`config.mk`:
```
export PLATFORM = sky130hd
export DESIGN_NAME = run_capture_monitor
export DESIGN_NICKNAME = d
export VERILOG_FILES = /design/src/rtl/run_capture_monitor.sv
export SDC_FILE = /design/constraint.sdc
export NUM_CORES = 1
export LEC_CHECK = 0
export BUFFER_PORTS_ARGS = -buffer_cell sky130_fd_sc_hd__buf_2
export CAP_MARGIN = 20
export CORE_ASPECT_RATIO = 0.8
export CORE_MARGIN = 5
export CORE_UTILIZATION = 64
export DETAILED_ROUTE_END_ITERATION = 6
export PLACE_DENSITY_LB_ADDON = 0.15
export SLEW_MARGIN = 20
export SYNTH_ARGS = -nofsm -noshare
export SYNTH_HDL_FRONTEND = slang
export SYNTH_SLANG_ARGS = --single-unit
```
`constraint.sdc`:
```
create_clock -name ap_clk -period 5.4 [get_ports ap_clk]
set_input_delay 0.27 -clock ap_clk [delete_from_list [all_inputs] [get_ports ap_clk]]
set_output_delay 0.27 -clock ap_clk [all_outputs]
set_load 0.01 [all_outputs]
```
`src/rtl/run_capture_monitor.sv`:
```
// On-chip run recorder: counts ap_done executions, accumulates per-channel word counts
// and rotate-XOR checksums, then streams the results out as 4-bit nibbles.
module run_capture_monitor #(
    parameter int NUM_CH   = 1,
    parameter int DATA_W   = 32,
    parameter int MAX_RUNS = 2,
    parameter int CNT_W    = 6
) (
    input  logic                     ap_clk,
    input  logic                     ap_rst,
    input  logic                     ap_done,
    input  logic [NUM_CH-1:0]        ch_write,
    input  logic [NUM_CH*DATA_W-1:0] ch_din,
    input  logic                     data_ready,
    output logic [3:0]               data_out,
    output logic                     data_valid,
    output logic [CNT_W-1:0]         exe_cnt,
    output logic                     finished,
    output logic                     probe_out
);

    localparam int CS_NIB = DATA_W / 4;
    localparam int PER    = CS_NIB + 8;
    localparam int CH_W   = (NUM_CH > 1) ? $clog2(NUM_CH) : 1;
    localparam int POS_W  = $clog2(PER);

    typedef enum logic [1:0] {
        RUN,
        DUMP,
        DONE
    } state_t;

    state_t                        state;
    logic [NUM_CH-1:0][31:0]       cnt_q;
    logic [NUM_CH-1:0][31:0]       cnt_nx;
    logic [NUM_CH-1:0][DATA_W-1:0] csum_q;
    logic [NUM_CH-1:0][DATA_W-1:0] csum_nx;
    logic [CH_W-1:0]               ch_sel;
    logic [CH_W-1:0]               next_ch;
    logic [POS_W-1:0]              pos;
    logic [POS_W-1:0]              next_pos;
    logic [3:0]                    next_nib;
    logic                          last_nib;
    logic                          final_done;

    // Accumulators only move in RUN, so in DUMP the "next" values equal the frozen registers.
    always_comb begin
        cnt_nx  = cnt_q;
        csum_nx = csum_q;
        for (int i = 0; i < NUM_CH; i++) begin
            if (state == RUN && ch_write[i]) begin
                cnt_nx[i]  = cnt_q[i] + 32'd1;
                csum_nx[i] = {csum_q[i][DATA_W-2:0], csum_q[i][DATA_W-1]}
                             ^ ch_din[i*DATA_W +: DATA_W];
            end
        end
    end

    always_ff @(posedge ap_clk or posedge ap_rst) begin
        if (ap_rst) begin
            cnt_q  <= '0;
            csum_q <= '0;
        end else begin
            cnt_q  <= cnt_nx;
            csum_q <= csum_nx;
        end
    end

    assign last_nib   = (ch_sel == CH_W'(NUM_CH - 1)) && (pos == POS_W'(PER - 1));
    assign final_done = (state == RUN) && ap_done
                        && ((exe_cnt + CNT_W'(1)) == CNT_W'(MAX_RUNS));

    always_comb begin
        next_ch  = '0;
        next_pos = '0;
        if (state == DUMP) begin
            if (pos == POS_W'(PER - 1)) begin
                next_ch  = ch_sel + CH_W'(1);
                next_pos = '0;
            end else begin
                next_ch  = ch_sel;
                next_pos = pos + POS_W'(1);
            end
        end
    end

    // Reading through the *_nx values lets the first nibble include a write that
    // lands on the same edge as the final ap_done.
    always_comb begin
        next_nib = '0;
        for (int c = 0; c < NUM_CH; c++) begin
            for (int p = 0; p < CS_NIB; p++) begin
                if (next_ch == CH_W'(c) && next_pos == POS_W'(p)) begin
                    next_nib = csum_nx[c][DATA_W-1-4*p -: 4];
                end
            end
            for (int p = 0; p < 8; p++) begin
                if (next_ch == CH_W'(c) && next_pos == POS_W'(CS_NIB + p)) begin
                    next_nib = cnt_nx[c][31-4*p -: 4];
                end
            end
        end
    end

    always_ff @(posedge ap_clk or posedge ap_rst) begin
        if (ap_rst) begin
            state      <= RUN;
            data_out   <= '0;
            data_valid <= 1'b0;
            exe_cnt    <= '0;
            finished   <= 1'b0;
            probe_out  <= 1'b0;
            ch_sel     <= '0;
            pos        <= '0;
        end else begin
            case (state)
                RUN: begin
                    if (ap_done) begin
                        exe_cnt   <= exe_cnt + CNT_W'(1);
                        probe_out <= ~probe_out;
                    end
                    if (final_done) begin
                        state      <= DUMP;
                        data_valid <= 1'b1;
                        data_out   <= next_nib;
                        ch_sel     <= '0;
                        pos        <= '0;
                    end
                end
                DUMP: begin
                    if (data_ready) begin
                        if (last_nib) begin
                            state      <= DONE;
                            data_valid <= 1'b0;
                            data_out   <= '0;
                            finished   <= 1'b1;
                        end else begin
                            ch_sel   <= next_ch;
                            pos      <= next_pos;
                            data_out <= next_nib;
                        end
                    end
                end
                DONE: begin
                end
                default: state <= RUN;
            endcase
        end
    end

endmodule

```
==> run_results.csv <==
group,metric,value,unit
power_and_ir_drop,power.leakage,2.342,nW
sta,fin_tns_setup,0,ns
job,maxCapViolations,0,
cells_and_area,final_cells,616,
sta,slew_headroom,0.3685,
sta,hold_viol,0,
sta,fmax,0.2868,GHz
placed_design,gp_congestion,0.9547,
yosys,synth_edf_count,0,
worst_setup_path,crit_family,"compound AO/OA/AOI/OAI gates",
cells_and_area,final_core_util,0.7386,
yosys,synth_flop_cell,"dfrtp_1",
drt,drc_errors,0,
drt,dr_total_vias,3875,
yosys,yosysMostFrequentCell,"dfrtp_1",
clock_tree,root_buffer,"clkbuf_8",
yosys,syn_inst,484,
worst_hold_path,hold_path_class,"in2async",
sta,finalClockSkew,0.007391,ns
worst_setup_path,critPathRequiredTime,5.66,ns
drt,avgRoutedWirePerCell,18.39,um
global_routing,grt_max_degree,85,
clock_tree,ctsResizeCount,0,
yosys,yosys.area.top_type,"dfrtp_1",
yosys,ys.warnings.count,0,
sta,worst_slew_pin_slew,0.9442,ns
clock_tree,postCtsSetupRepairBufs,0,
yosys,synth_area,4676,um^2
cells_and_area,antenna_cells,0,
sta,period_minus_slack,3.487,ns
global_routing,grt_overflow,0,
power_and_ir_drop,ir_worst_vdd,178.1,uV
floorplan,start_util,0.6686,
sta,drv_slew,0,
worst_setup_path,slowest_delay,0.82,ns
drt,via_per_inst,6.291,
clock_tree,h-tree-depth,3,
sta,fin_ws,1.913,ns
yosys,synthTopCellsByArea,"dfrtp_1 45%, xnor2_1 11%, nand2_1 4.6%, o21ai_0 2.7%, xor2_1 2.6%",
worst_setup_path,cp.buffers_inverters,0,
floorplan,fp.dieH,86.45,um
cells_and_area,fin_nets,566,
floorplan,ioPinCount,50,
global_routing,grt_pass1_vias,3707,
worst_setup_path,worst_r2r_path_depth,9,
worst_setup_path,cp_slowest_cell,"a31oi_2",
clock_tree,cts_made_buffers,9,
yosys,avgSynthCellArea,9.661,um^2
worst_setup_path,crit_chain,"ha_1, a31oi_2, nand2_1, nor2_1, a22oi_1, o21a_1, nor2_1, nor3_1, o31ai_1",
worst_setup_path,critPathMostFrequentCell,"nor2_1",
worst_setup_path,end_kind,"flop",
cells_and_area,drive_above_1_share,0.1720,
yosys,ys_ff_latch,84,
sta,period_share,0.6457,
clock_tree,cts.reportedPaths.clkPinSlew,0.08,ns
drt,drtIter0Drc,378,
placed_design,dpl_worst_slack,2.045,ns
floorplan,core_area,6993,um^2
worst_setup_path,r2r-end,"data_out[3]",
sta,setup_violations,0,
cells_and_area,fill_cells,549,
floorplan,die_area,9126,um^2
clock_tree,insertion_delay,0.36,ns
global_routing,grt_pass1_wl,18800,um
run_status,status,"completed",
floorplan,row_count,27,
global_routing,antenna_found_initial,0,
global_routing,grtUsageTotal,0.2610,
sta,rsz0062_at_grt,"false",
clock_tree,clock-sinks,84,
worst_setup_path,crit_arrival,3.74,ns
floorplan,die_w,105.6,um
yosys,synth_cell_types,66,
drt,wl,11330,um
placed_design,dp_hpwl,8357,um
cells_and_area,syn_to_final_growth,10.46,%
worst_setup_path,cp_max_fo,18,
yosys,synth_top_area_frac,0.4496,
drt,ant_nets,0,
worst_setup_path,rrSetupSlack,1.91,ns
worst_setup_path,r2r-start,"pos[0]",
yosys,syn-num-nets,526,
placed_design,dp_cells,600,
yosys,async_flop_share,1.000,
worst_setup_path,cp-start-kind,"flop",
clock_tree,tritoncts,"yes",
power_and_ir_drop,power_density,239.7,nW/um^2
yosys,ys_top_cells_by_count,"84 x dfrtp_1, 57 x nand2_1, 57 x xnor2_1",
clock_tree,cts_hold_buf,0,
placed_design,numPortBuffers,49,
clock_tree,cts_max_path_buffers,2,
worst_setup_path,critPathKind,"reg2reg",
drt,first_pass_iters,5,
yosys,ys_seq_area_frac,0.4496,
## cell type report
cell class | instances | area (um^2) | area share
Sequential cell | 84 | 2102 | 0.4070
Timing Repair Buffer | 53 | 279.0 | 0.05402
Clock buffer | 11 | 141.4 | 0.02737
Multi-Input combinational cell | 364 | 2404 | 0.4654
Clock inverter | 5 | 83.83 | 0.01623
Tap cell | 87 | 108.9 | 0.02108
Inverter | 12 | 46.29 | 0.008963
## sequential cells by signal, summed over array words and instances (netlist names)
signal	flops
finished	1
probe_out	1
ch_sel	1
pos	4
cnt_q	32
data_valid	1
state	2
data_out	4
csum_q	32
exe_cnt	6
## per-stage QoR
stage,hold WS (ns),power [mW],instance area [um^2]
final,0.1065,1.238,5165
after global routing,0.1712,1.295,5165
after CTS,0.1917,1.249,5161
after detailed placement,0.4569,0.7497,4936
after global placement,0.4464,0.7470,4936
after floorplan,0.4398,0.7169,4676
## placed cells by master, fill, tap and decap left out, types with 4 or more instances in the layout
cell / instances
mux2_2: 5
nor3_1: 5
nand3_1: 19
o21ai_1: 7
and3_1: 11
a21oi_1: 22
nor2b_1: 5
nor2_1: 31
a211oi_1: 4
buf_2: 49
a31o_2: 4
nand2_1: 57
o21ai_0: 25
clkbuf_8: 10
xor2_1: 14
dfrtp_1: 84
inv_1: 11
mux2i_1: 6
nand4_1: 9
xnor2_1: 57
ha_1: 5
## worst register-to-register path: stages, from the launching register on
cell and delay, ns:
dfrtp_1 0.45, ha_1 0.35, a31oi_2 0.82, nand2_1 0.25, nor2_1 0.71, a22oi_1 0.21, o21a_1 0.16, nor2_1 0.10
nor3_1 0.06, o31ai_1 0.28
## per-layer routing
layer,share of wire,track usage,vias to the layer above
li1,-,-,1798
met1,0.45,0.3726,1874
met2,0.45,0.4086,187
met3,0.096,0.05585,16
met4,0.011,0.06941,0
met5,0,0,-
## how the worst max path moves through the flow
stage               slack, ns  depth (start not counted)  startpoint           to
floorplan                2.53                         12      pos[0]  data_out[0]
global placement         2.25                          8      pos[0]  data_out[1]
detailed placement       2.04                          9      pos[0]  data_out[3]
CTS                      2.01                          9      pos[0]  data_out[3]
global route             1.69                          9      pos[0]  data_out[0]
finish                   1.91                          9      pos[0]  data_out[3]
## cell families (layout without fill, tap and decap cells)
logic type / after synthesis / count (layout) / synth area share
xor gates and xnor gates: 71 / 71 / 0.1330
adders and majority gates: 5 / 5 / 0.01338
and+or+nand+nor: 162 / 162 / 0.1737
DFF: 84 / 84 / 0.4496
muxes: 11 / 11 / 0.02489
AOI/OAI and AO/OA: 115 / 115 / 0.1691
buffers and inverters: 36 / 81 / 0.03639
## power by group
group	total (mW)	switching, mW	internal (mW)
clock network	0.500	0.226	0.275
registers	0.654	0.0113	0.643
logic	0.0835	0.0447	0.0387
total	1.24	0.282	0.956
No activity file was read; power rests on OpenSTA's default activity.
